[src/rtl/mips_multicycle_control.sv]
// rtl/mips_multicycle_control.sv - multi-cycle MIPS control FSM (fetch/decode/execute/memory/writeback sequencing)
module mips_multicycle_control #(
   parameter bit MEM_WAIT_EN = 1'b1
) (
   input  logic       clk,
   input  logic       reset,
   input  logic [5:0] opcode,
   input  logic       mem_ready,
   output logic       PCWrite,
   output logic       PCWriteCond,
   output logic       IorD,
   output logic       MemRead,
   output logic       MemWrite,
   output logic       IRWrite,
   output logic       MemtoReg,
   output logic       RegDst,
   output logic       RegWrite,
   output logic       ALUSrcA,
   output logic [1:0] ALUSrcB,
   output logic [1:0] ALUOp,
   output logic [1:0] PCSource,
   output logic       illegal_op,
   output logic [3:0] state
);

   typedef enum logic [3:0] {
      S_IDLE      = 4'd0,
      S_FETCH     = 4'd1,
      S_DECODE    = 4'd2,
      S_MEM_ADDR  = 4'd3,
      S_MEM_READ  = 4'd4,
      S_MEM_WB    = 4'd5,
      S_MEM_WRITE = 4'd6,
      S_R_EXEC    = 4'd7,
      S_R_WB      = 4'd8,
      S_BRANCH    = 4'd9,
      S_JUMP      = 4'd10,
      S_ADDI_EXEC = 4'd11,
      S_ADDI_WB   = 4'd12
   } state_t;

   localparam logic [5:0] OP_RTYPE = 6'b000000;
   localparam logic [5:0] OP_LW    = 6'b100011;
   localparam logic [5:0] OP_SW    = 6'b101011;
   localparam logic [5:0] OP_BEQ   = 6'b000100;
   localparam logic [5:0] OP_J     = 6'b000010;
   localparam logic [5:0] OP_ADDI  = 6'b001000;

   localparam logic [1:0] SRCB_REG   = 2'b00;
   localparam logic [1:0] SRCB_FOUR  = 2'b01;
   localparam logic [1:0] SRCB_IMM   = 2'b10;
   localparam logic [1:0] SRCB_IMMSH = 2'b11;

   localparam logic [1:0] ALU_ADD   = 2'b00;
   localparam logic [1:0] ALU_SUB   = 2'b01;
   localparam logic [1:0] ALU_FUNCT = 2'b10;

   localparam logic [1:0] PCSRC_ALU    = 2'b00;
   localparam logic [1:0] PCSRC_ALUOUT = 2'b01;
   localparam logic [1:0] PCSRC_JUMP   = 2'b10;

   state_t state_q;
   state_t state_d;
   logic   mem_ok;

   // With waiting disabled every memory access is treated as completing immediately.
   assign mem_ok = MEM_WAIT_EN ? mem_ready : 1'b1;

   assign state = state_q;

   // State register; reset aborts any instruction in flight.
   always_ff @(posedge clk or posedge reset) begin
      if (reset) begin
         state_q <= S_IDLE;
      end else begin
         state_q <= state_d;
      end
   end

   // Next-state selection: memory states hold until the access completes.
   always_comb begin
      state_d = state_q;
      case (state_q)
         S_IDLE:      state_d = S_FETCH;
         S_FETCH:     state_d = mem_ok ? S_DECODE : S_FETCH;
         S_DECODE: begin
            case (opcode)
               OP_RTYPE:      state_d = S_R_EXEC;
               OP_LW, OP_SW:  state_d = S_MEM_ADDR;
               OP_BEQ:        state_d = S_BRANCH;
               OP_J:          state_d = S_JUMP;
               OP_ADDI:       state_d = S_ADDI_EXEC;
               default:       state_d = S_FETCH;
            endcase
         end
         S_MEM_ADDR:  state_d = (opcode == OP_SW) ? S_MEM_WRITE : S_MEM_READ;
         S_MEM_READ:  state_d = mem_ok ? S_MEM_WB : S_MEM_READ;
         S_MEM_WB:    state_d = S_FETCH;
         S_MEM_WRITE: state_d = mem_ok ? S_FETCH : S_MEM_WRITE;
         S_R_EXEC:    state_d = S_R_WB;
         S_R_WB:      state_d = S_FETCH;
         S_BRANCH:    state_d = S_FETCH;
         S_JUMP:      state_d = S_FETCH;
         S_ADDI_EXEC: state_d = S_ADDI_WB;
         S_ADDI_WB:   state_d = S_FETCH;
         default:     state_d = S_FETCH;
      endcase
   end

   // Moore control decode; only FETCH looks at mem_ready and only DECODE looks at opcode.
   always_comb begin
      PCWrite     = 1'b0;
      PCWriteCond = 1'b0;
      IorD        = 1'b0;
      MemRead     = 1'b0;
      MemWrite    = 1'b0;
      IRWrite     = 1'b0;
      MemtoReg    = 1'b0;
      RegDst      = 1'b0;
      RegWrite    = 1'b0;
      ALUSrcA     = 1'b0;
      ALUSrcB     = SRCB_REG;
      ALUOp       = ALU_ADD;
      PCSource    = PCSRC_ALU;
      illegal_op  = 1'b0;
      case (state_q)
         S_FETCH: begin
            MemRead  = 1'b1;
            ALUSrcB  = SRCB_FOUR;
            IRWrite  = mem_ok;
            PCWrite  = mem_ok;
         end
         S_DECODE: begin
            ALUSrcB = SRCB_IMMSH;
            case (opcode)
               OP_RTYPE, OP_LW, OP_SW, OP_BEQ, OP_J, OP_ADDI: illegal_op = 1'b0;
               default:                                        illegal_op = 1'b1;
            endcase
         end
         S_MEM_ADDR: begin
            ALUSrcA = 1'b1;
            ALUSrcB = SRCB_IMM;
         end
         S_MEM_READ: begin
            MemRead = 1'b1;
            IorD    = 1'b1;
         end
         S_MEM_WB: begin
            RegWrite = 1'b1;
            MemtoReg = 1'b1;
         end
         S_MEM_WRITE: begin
            MemWrite = 1'b1;
            IorD     = 1'b1;
         end
         S_R_EXEC: begin
            ALUSrcA = 1'b1;
            ALUOp   = ALU_FUNCT;
         end
         S_R_WB: begin
            RegWrite = 1'b1;
            RegDst   = 1'b1;
         end
         S_BRANCH: begin
            ALUSrcA     = 1'b1;
            ALUOp       = ALU_SUB;
            PCWriteCond = 1'b1;
            PCSource    = PCSRC_ALUOUT;
         end
         S_JUMP: begin
            PCWrite  = 1'b1;
            PCSource = PCSRC_JUMP;
         end
         S_ADDI_EXEC: begin
            ALUSrcA = 1'b1;
            ALUSrcB = SRCB_IMM;
         end
         S_ADDI_WB: begin
            RegWrite = 1'b1;
         end
         default: begin
            PCWrite = 1'b0;
         end
      endcase
   end

endmodule

[config.mk]
export PLATFORM = sky130hd
export DESIGN_NAME = mips_multicycle_control
export DESIGN_NICKNAME = d
export VERILOG_FILES = /design/src/rtl/mips_multicycle_control.sv
export SDC_FILE = /design/constraint.sdc
export NUM_CORES = 1
export LEC_CHECK = 0
export CAP_MARGIN = 20
export CORE_UTILIZATION = 34
export DETAILED_ROUTE_END_ITERATION = 6
export PLACE_DENSITY = 0.73
export SYNTH_ARGS = -nofsm -noshare
export SYNTH_HDL_FRONTEND = slang
export SYNTH_SLANG_ARGS = --single-unit
[constraint.sdc]
create_clock -name clk -period 4.4 [get_ports clk]
set_clock_uncertainty 0.05 [all_clocks]
set_input_delay 0.88 -clock clk [delete_from_list [all_inputs] [get_ports clk]]
set_output_delay 0.88 -clock clk [all_outputs]
set_load 0.005 [all_outputs]
=== Yosys cells after proc, flatten, opt, wreduce, memory -nomap -nowiden ===
Cells that the tools add are included.

* Logic and storage cells: 47
* Flip-flop bits (word level): 4
* Bits of input ports: 9
* Output and inout port bits: 21

* Equality and inequality tests: 17
* Muxes and demuxes: 21
* Reduce and logical (&&, ||, !) cells: 8

{| class="wikitable"
|+ Operators with widths
! operator !! number
|-
| case mux 4 bit (7 select lines) || 1
|-
| equality test 4 bit (second input constant) || 5
|-
| case mux 4 bit (5 select lines) || 1
|-
| equality test 4 x 3 -> 1 bit (second input constant) || 4
|-
| equality test 6 bit (second input constant) || 2
|-
| 2-to-1 mux 1 bit || 12
|-
| equality test 4 x 2 -> 1 bit (second input constant) || 2
|-
| case mux 2 bit (2 select lines) || 2
|-
| OR reduction 2 bit || 4
|-
| equality test 6 x 2 -> 1 bit (second input constant) || 1
|-
| equality test 6 x 3 -> 1 bit (second input constant) || 1
|-
| equality test 6 x 4 -> 1 bit (second input constant) || 1
|-
| zero test 6 bit || 1
|-
| case mux 2 bit (3 select lines) || 1
|-
| OR reduction 6 bit || 1
|-
| equality test 4 x 1 -> 1 bit (second input constant) || 1
|-
| 2-to-1 mux 2 bit || 2
|-
| OR reduction 4 bit || 1
|-
| 2-to-1 mux 3 bit || 1
|-
| OR reduction 3 bit || 1
|-
| case mux 1 bit (2 select lines) || 1
|}

=== Depth between registers and ports, before layout ===
Gate-level depths: netlist (run 1).

* Word-level depth: 4
* Depth in mapped cells: 5
* Mapped depth without buffers: 3

=== Worst setup path after synthesis (run 1) ===
OpenSTA, ideal clock, no wires.

* Path type: input to output
* From: input port opcode[3]
* To: output port illegal_op
* Path slack: 2015 ps
* Stages: 4
* Data required time: 3470 ps
* Arrival: 1455 ps
* Path buffers: 1
* Path through: clkbuf_1 a21oi_1 o21ai_0 and3_1

* Longest elaborated chain between the ends: 4
* Elaborated cells on any way between the ends: 9
* Those cells by class: eq/ne: 5; mux: 2; reduce/logical: 2

{| class="wikitable"
|+ RTL lines
! element !! RTL line !! source
|-
| start, declared || 7 || <nowiki>input logic [5:0] opcode,</nowiki>
|-
| equality test 6 bit, or another cell as far along || 135 || <nowiki>case (opcode)</nowiki>
|-
| OR reduction 6 bit (*) || 135 ||
|-
| 2-to-1 mux 1 bit (*) || 135 ||
|-
| 2-to-1 mux 1 bit (*) || 126 || <nowiki>case (state_q)</nowiki>
|-
| end, declared || 22 || <nowiki>output logic illegal_op,</nowiki>
|}

Mark *: on every way between the ends. The rest lies on a longest branch, timed or not.

=== Worst setup path in the final report (run 1) ===
* From: input port mem_ready
* To: output port PCWrite

* Longest elaborated chain between the ends: 1

{| class="wikitable"
|+ RTL lines
! element !! RTL line !! source
|-
| start, declared || 8 || <nowiki>input logic mem_ready,</nowiki>
|-
| case mux 1 bit (2 select lines) || 126 ||
|-
| end, declared || 9 || <nowiki>output logic PCWrite,</nowiki>
|}

No other way between the ends.

==> run_results.csv, run 1 <==
group,metric,value,unit
drt,top_layer,"met3",
global_routing,grt_pass1_wl,1920,um
setup_path,cp-end-kind,"output port",
global_routing,grt_max_degree,21,
logic_synthesis,syn_nets,78,
drt,num_vias,571,
setup_path,path_cells,"clkdlybuf4s50_1 -> nand2_1 -> nor4_1 -> or2_1 -> clkdlybuf4s50_1",
layout,final_util,0.581,
timing,maxSlewHeadroom,0.612,
timing,max_freq,0.301,GHz
drt,ant_nets,0,
layout,fin_area,785,um^2
layout,final_nets,103,
placed_design,place_inst,104,
setup_path,cp.required,3470,ps
layout,multi_input_area,349,um^2
logic_synthesis,synthCells,69,
drt,route.detailed.drc,0,
run_status,outcome,"completed",
timing,rsz0062_at_grt,"false",
drt,wl_met2,628,um
clock_tree,postCtsHoldBufs,0,
timing,hold_slack,777,ps
power,leakage,0.305,nW
global_routing,grt_usage,0.177,
floorplan,fp.dieArea,1670,um^2
global_routing,first_global_vias,416,
logic_synthesis,ys_types,34,
clock_tree,clkLatencyLatePin,230,ps
global_routing,overflow,0,
setup_path,cp.arrival,2390,ps
clock_tree,clock_sinks,4,
layout,stdcell_count,107,
floorplan,die_y,40.8,um
timing,final.setup.tns,0,ps
logic_synthesis,ys_warn_count,0,
setup_path,cp_top_family,"buffers and inverters",
placed_design,place_ws,1090,ps
placed_design,routabilityCongestion,0.742,
floorplan,rows,13,
setup_path,crit_path_start,"mem_ready",
floorplan,core-area,1350,um^2
setup_path,start_kind,"input pin",
setup_path,reg2reg_from,"state[1]",
timing,setup_viol,0,
drt,first_iter_violations,10,
drt,firstDrtPassIters,4,
logic_synthesis,avgSynthCellArea,7.43,um^2
layout,mostFrequentLayoutCells,"29 x clkdlybuf4s50_1, 8 x nor2_1, 6 x nand2_1",
setup_path,critPathBufInv,2,
timing,finalHoldViolCount,0,
setup_path,crit_top_cell,"clkdlybuf4s50_1",
floorplan,ios,30,
placed_design,placement.io_buffers,29,
run,maxCapViolations,0,
drt,wl_met3,62,um
drt,wl_met1,542,um
power,vdd_ir_drop_max,0.000220,V
timing,final.setup.worst_slack,1080,ps
global_routing,antenna_found_initial,0,
layout,largest_register_ffs,4,
min_path,worstHoldPathType,"input pin to async pin",
power,p_total,0.386,mW
setup_path,path_max_fanout,5,
layout,ff_latch_area,100,um^2
layout,num_antenna_cells,0,
clock_tree,cts_root_buf,"clkbuf_4",
power,powerDensity,492,nW/um^2
clock_tree,post_cts_buffers,0,
clock_tree,clk_pin_slew,40,ps
setup_path,cp_slowest_stage_delay,550,ps
layout,mostFrequentLayoutCell,"clkdlybuf4s50_1",
clock_tree,ctsResizeCount,0,
setup_path,crit_path_top_delay_cell,"clkdlybuf4s50_1",
timing,period_share,0.754,
clock_tree,cts_buffers,3,
setup_path,r2r_cells,3,
clock_tree,cts_tree,"done",
logic_synthesis,syn_area,513,um^2
drt,wl_per_cell,11.5,um
timing,finalCriticalPeriod,3320,ps
logic_synthesis,ys_ff_latch,4,
floorplan,die_w,40.8,um
drt,totalWireLength,1230,um
drt,avgViaCountPerCell,5.34,
logic_synthesis,yosysSeqAreaShare,0.195,
timing,worstMarginPinSlew,582,ps
placed_design,hpwlAfterDp,922,um
timing,finalMaxSlewViolations,0,
floorplan,initial_utilization,0.380,
layout,n_fill_cell,135,
setup_path,path_class,"input pin to output port",
setup_path,worstSetupPathDepth,5,
placed_design,placed_area,762,um^2
clock_tree,clk_path_buf_depth,2,
layout,layout-drive-gt1-share,0.0435,
clock_tree,cts_max_level,1,
layout,synthToLayoutAreaGrowth,52.9,%
==> synthesized netlist by cell type <==
cell type	count	area share
xor2_1	1	0.017
nor4_1	1	0.012
inv_1	1	0.0073
a211oi_1	2	0.029
buf_4	4	0.059
nor2_1	8	0.059
buf_6	1	0.022
o221ai_1	1	0.017
dfrtp_1	4	0.20
o211ai_1	1	0.015
clkbuf_1	1	0.0073
a22o_1	1	0.017
and2_1	1	0.012
a31oi_1	1	0.012
nor4bb_1	1	0.020
o21ai_0	2	0.020
a21oi_1	2	0.020
nor3_1	4	0.039
nand2_1	6	0.044
nand4b_1	1	0.017
a21o_1	1	0.015
buf_2	3	0.029
or2_1	1	0.012
o2111ai_1	1	0.017
a221o_1	1	0.020
xnor2_1	2	0.034
o211a_1	1	0.020
and3_1	4	0.049
nor3b_1	1	0.015
a222oi_1	1	0.020
nor4b_2	1	0.029
nor4b_1	1	0.017
nor2b_1	3	0.037
nand2b_1	4	0.049
==> where the power goes <==
part / switching [mW] / leakage, nW / internal [mW]
Sequential: 0.0578 / 0.0511 / 0.0488
Combinational: 0.0735 / 0.240 / 0.162
Clock: 0.0142 / 0.0138 / 0.0305
Total: 0.145 / 0.305 / 0.241
==> layout make-up <==
cell class | count | share of cell area
sequential | 4 | 0.128
tap | 15 | 0.0239
timing repair buffer | 29 | 0.370
inverter | 1 | 0.00478
clock buffer | 3 | 0.0287
multi-input combinational | 55 | 0.445
==> routing by layer <==
layer  vias up  GRT usage
li1        298          -
met2        22      0.266
met4         0      0.100
met3         0     0.0326
met1       251      0.234
met5         -          0
==> cells by family (layout without fill, tap and decap cells) <==
logic type / after synthesis / count (layout) / share of synthesized area
and+or+nand+nor: 37 / 37 / 0.410
buffers and inverters: 10 / 33 / 0.124
DFF: 4 / 4 / 0.195
AOI/OAI and AO/OA: 15 / 15 / 0.220
xor gates and xnor gates: 3 / 3 / 0.0512
==> final timing paths <==
| check | end | slack (ps) |
|---|---|---|
| worst max-delay path | PCWrite | 1080 |
| worst min-delay path | state[1] | 780 |
| worst max register to register | state[2] | 2880 |
| worst min register to register | state[1] | 800 |
| max in group asynchronous | state[2] | 3380 |
| min in group clk | state[1] | 800 |
Note: power is estimated with default switching activity, not from simulation.
==> run 2: changes to the inputs <==
Clock period 4.4 ns to 3.3 ns, I/O delays scaled along.
==> run 2 against run 1 <==
Against the previous run: utilization unchanged; sequential share of layout area unchanged; register-to-register slack got worse by 1100 ps; sequential power increased by 35%; count of clock-buffer cells in the layout unchanged; worst setup slack worse by 670 ps; non-clock buffer count is the same; largest cell class unchanged; first-iteration DRC count increased by 20%; via count up 4.0%; global-route usage fell by 0.66 points; combinational power is 34% higher; cell count did not move.
==> run_results.csv, run 2 (synthesized netlist as in run 1, its figures left out) <==
group,metric,value,unit
run_status,outcome,"completed",
floorplan,initial_utilization,0.380,
setup_path,path_class,"input pin to output port",
global_routing,grt_pass1_wl,1860,um
layout,layout-drive-gt1-share,0.0435,
setup_path,cp_slowest_stage_delay,560,ps
clock_tree,cts_max_level,1,
clock_tree,cts_tree,"done",
drt,wl_per_cell,11.9,um
run,maxCapViolations,0,
power,p_total,0.520,mW
timing,finalCriticalPeriod,2890,ps
timing,period_share,0.875,
drt,route.detailed.drc,0,
drt,first_iter_violations,12,
clock_tree,ctsResizeCount,0,
clock_tree,post_cts_buffers,0,
setup_path,crit_top_cell,"clkdlybuf4s50_1",
min_path,worstHoldPathType,"input pin to async pin",
layout,mostFrequentLayoutCells,"29 x clkdlybuf4s50_1, 8 x nor2_1, 6 x nand2_1",
global_routing,grt.met2_usage,0.270,
global_routing,grt_usage,0.170,
timing,max_freq,0.347,GHz
layout,final_nets,103,
timing,setup_viol,0,
floorplan,fp.dieArea,1670,um^2
floorplan,die_w,40.8,um
global_routing,grt_max_degree,21,
setup_path,reg2reg_from,"state[1]",
setup_path,crit_path_start,"mem_ready",
placed_design,placement.io_buffers,29,
power,powerDensity,662,nW/um^2
layout,mostFrequentLayoutCell,"clkdlybuf4s50_1",
drt,firstDrtPassIters,4,
floorplan,rows,13,
drt,totalWireLength,1280,um
setup_path,path_max_fanout,5,
layout,n_fill_cell,140,
layout,final_util,0.581,
setup_path,worstSetupPathDepth,5,
global_routing,grt_util_met3,0.0326,
placed_design,routabilityCongestion,0.742,
floorplan,die_y,40.8,um
clock_tree,clk_pin_slew,40,ps
timing,worstMarginPinSlew,592,ps
layout,largest_register_ffs,4,
setup_path,cp.required,2590,ps
timing,finalHoldViolCount,0,
clock_tree,clock_sinks,4,
clock_tree,postCtsHoldBufs,0,
floorplan,ios,30,
timing,maxSlewHeadroom,0.605,
timing,finalMaxSlewViolations,0,
placed_design,place_ws,431,ps
power,leakage,0.305,nW
timing,final.setup.tns,0,ps
setup_path,critPathBufInv,2,
global_routing,first_global_vias,441,
clock_tree,clkLatencyLatePin,240,ps
setup_path,r2r_cells,3,
floorplan,core-area,1350,um^2
global_routing,busiest_layer,"met2",
global_routing,grtUsageMet1,0.205,
setup_path,cp-end-kind,"output port",
setup_path,r2r_slack,1770,ps
setup_path,r2r_end,"state[2]",
layout,num_antenna_cells,0,
drt,ant_nets,0,
timing,rsz0062_at_grt,"false",
global_routing,overflow,0,
setup_path,start_kind,"input pin",
setup_path,cp.arrival,2180,ps
setup_path,crit_path_top_delay_cell,"clkdlybuf4s50_1",
clock_tree,cts_root_buf,"clkbuf_4",
drt,num_vias,594,
layout,synthToLayoutAreaGrowth,52.9,%
setup_path,path_cells,"clkdlybuf4s50_1 -> nand2_1 -> nor4_1 -> or2_1 -> clkdlybuf4s50_1",
clock_tree,clk_path_buf_depth,2,
clock_tree,cts_buffers,3,
setup_path,endpoint,"PCWrite",
global_routing,antenna_found_initial,0,
timing,final.setup.worst_slack,414,ps
placed_design,hpwlAfterDp,934,um
drt,avgViaCountPerCell,5.55,
timing,hold_slack,546,ps
power,vdd_ir_drop_max,0.000301,V
setup_path,cp_top_family,"buffers and inverters",
run 2: through the flow:
stage / cells / instance area, um^2
2_1_floorplan: 69 / 513
3_3_place_gp: 104 / 762
5_1_grt: 107 / 785
4_1_cts: 107 / 785
3_5_place_dp: 104 / 762
6_report: 107 / 785
run 2: worst min-delay path by stage:
| stage | from | endpoint | cells past startpoint |
|---|---|---|---|
| after floorplan | reset | state[0] | 1 |
| after global placement | state[3] | state[1] | 1 |
| after detailed placement | state[3] | state[1] | 1 |
| after CTS | reset | state[3] | 2 |
| after global routing | reset | state[0] | 2 |
| final | reset | state[0] | 2 |
run 2: layout make-up:
| class | count | area [um^2] | share of cell area |
|---|---|---|---|
| Clock buffer | 3 | 22.5 | 0.0287 |
| Multi-Input combinational cell | 55 | 349 | 0.445 |
| Timing Repair Buffer | 29 | 290 | 0.370 |
| Sequential cell | 4 | 100 | 0.128 |
| Inverter | 1 | 3.75 | 0.00478 |
| Tap cell | 15 | 18.8 | 0.0239 |
run 2: per-layer routing:
metal / share of wire / up-vias / wire length, um
met1: 0.45 / 271 / 572
met3: 0.047 / 3 / 60
met2: 0.49 / 22 / 624
met5: 0 / - / 0
li1: - / 298 / -
met4: 0.013 / 0 / 17
run 2: where the power goes:
group | leakage, nW | switching [mW] | internal [mW] | total, mW
Clock | 0.0138 | 0.0211 | 0.0407 | 0.0619
Sequential | 0.0511 | 0.0786 | 0.0650 | 0.144
Combinational | 0.240 | 0.0988 | 0.215 | 0.314
Total | 0.305 | 0.199 | 0.321 | 0.520
==> run 3: changes to the inputs <==
Settings changed: CTS_CLUSTER_SIZE set to 25.
==> results of run 3 <==
Same layout as run 2: the final DEF is identical, and so are final timing and power.
==> variant: new RTL, settings of run 2 <==
Change the parameter `MEM_WAIT_EN` from 1'b1 to 1'b0.
--- a/src/rtl/mips_multicycle_control.sv
+++ b/src/rtl/mips_multicycle_control.sv
@@ -1,6 +1,6 @@
 // rtl/mips_multicycle_control.sv - multi-cycle MIPS control FSM (fetch/decode/execute/memory/writeback sequencing)
 module mips_multicycle_control #(
-   parameter bit MEM_WAIT_EN = 1'b1
+   parameter bit MEM_WAIT_EN = 1'b0
 ) (
    input  logic       clk,
    input  logic       reset,
Formal check against the unedited RTL: not equivalent (Yosys sat finds a counterexample within 4 cycles, from zero or initial values and one cycle with reset high).
==> variant against run 2 <==
Wire length decreased by 6.0%; cell area decreased by 4.1%; hold slack improved by 0.0070 ns; power increased by 3.6%; sequential cell count unchanged; setup slack got worse by 0.039 ns; die area decreased by 9.3%; area after synthesis decreased by 9.8%; via count decreased by 8.8%; critical endpoint is now illegal_op.
==> variant: results (changes against run 2) <==
Slew headroom: 0.729 (was 0.605)
# clk buffers: 3 (unchanged)
post-synthesis net count: 75 (was 78)
non-filler instance count after layout: 106 (was 107)
area grow syn2layout: 62.4% (was 52.9%)
first-pass GRT wire length: 1900 µm (was 1860 µm)
metal2 WL: 597 µm (was 624 µm)
met2 usage: 0.313 (was 0.270)
Synth top area share: 0.216 (was 0.195)
compound-cell area share of the yosys netlist: 0.216 (was 0.220)
metal3 WL: 54 µm (was 60 µm)
met1 WL: 525 µm (was 572 µm)
top cells by count, synth: nor2_1, nand2b_1, nor3_1, o21ai_0 (was nor2_1, nand2_1)
layout cells sized above 1: 0.0652 (was 0.0435)
Leak: 0.294 nW (was 0.305 nW)
clock-cell share of area: 0.0300 (was 0.0287)
Synth Flop Type: dfrtp_1 (unchanged)
multi-input combinational cell count: 52 (was 55)
crit path max fanout: 6 (was 5)
Via density: 5.11 (was 5.55)
Mapped Avg Cell Area: 7.01 µm² (was 7.43 µm²)
Placed Area: 729 µm² (was 762 µm²)
vias in the first global route: 433 (was 441)
GP Congestion: 0.747 (was 0.742)
# fillers: 124 (was 140)
initial antenna violation count: 0 (unchanged)
Synth Area in XOR/XNOR: 0.0378 (was 0.0512)
Max VDD drop: 0.446 mV (was 0.301 mV)
gr usage total: 0.192 (was 0.170)
post-synthesis sequential area ratio: 0.216 (was 0.195)
Non-clock buffering overhead: 0.383 (was 0.370)
Cell variety after synth: 27 (was 34)
met3 Track Usage GR: 0.0694 (was 0.0326)
post-synthesis mux area share: 0.0216 (was 0)
largest net degree at the start of global routing: 16 (was 21)
multi-input combinational cell area: 309 µm² (was 349 µm²)
Setup WS pre-CTS: 0.372 ns (was 0.431 ns)
sequential share of cell area: 0.133 (was 0.128)
sequential cell area: 100 µm² (unchanged)
placed insts: 103 (was 104)
post-DP HPWL: 917 µm (was 934 µm)
top cells by area, synth: dfrtp_1, nor2_1, nand2b_1 (was dfrtp_1, buf_4, nor2_1)
Inverters: 4 (was 1)
iteration-0 DRC count of the detailed router: 10 (was 12)
M1 GR Usage: 0.215 (was 0.205)
PortBufs: 28 (was 29)
status: complete, no violations (unchanged)
Routed WL: 1200 µm (was 1280 µm)
variant: power by group:
part	total, W	switching (W)	internal (W)
logic	0.000372	0.000148	0.000223
clock network	0.0000619	0.0000212	0.0000407
registers	0.000105	0.0000381	0.0000671
total	0.000539	0.000208	0.000331
variant: critical path, stage by stage:
cell and delay [ns]:
clkdlybuf4s50_1 0.49, xor2_1 0.20, o211ai_1 0.18, and3_1 0.19, clkdlybuf4s50_1 0.49
variant: final timing paths:
check                      slack, ns       from          to  cells after the start
setup / recovery                0.38  opcode[3]  illegal_op                      5
hold / removal                  0.55      reset    state[3]                      2
setup reg to reg                1.86   state[1]    state[3]                      2
hold reg to reg                 0.56   state[0]    state[3]                      2
max in group asynchronous       2.50      reset    state[0]                      2
min in group clk                0.56   state[0]    state[3]                      2
variant: cells by family (layout without fill, tap and decap cells):
group,count (synthesis),count (layout)
XOR/XNOR,2,2
AND/OR/NAND/NOR,34,34
flip-flops,4,4
multiplexers,1,1
AO/OA/AOI/OAI,15,15
buffers and inverters,10,36
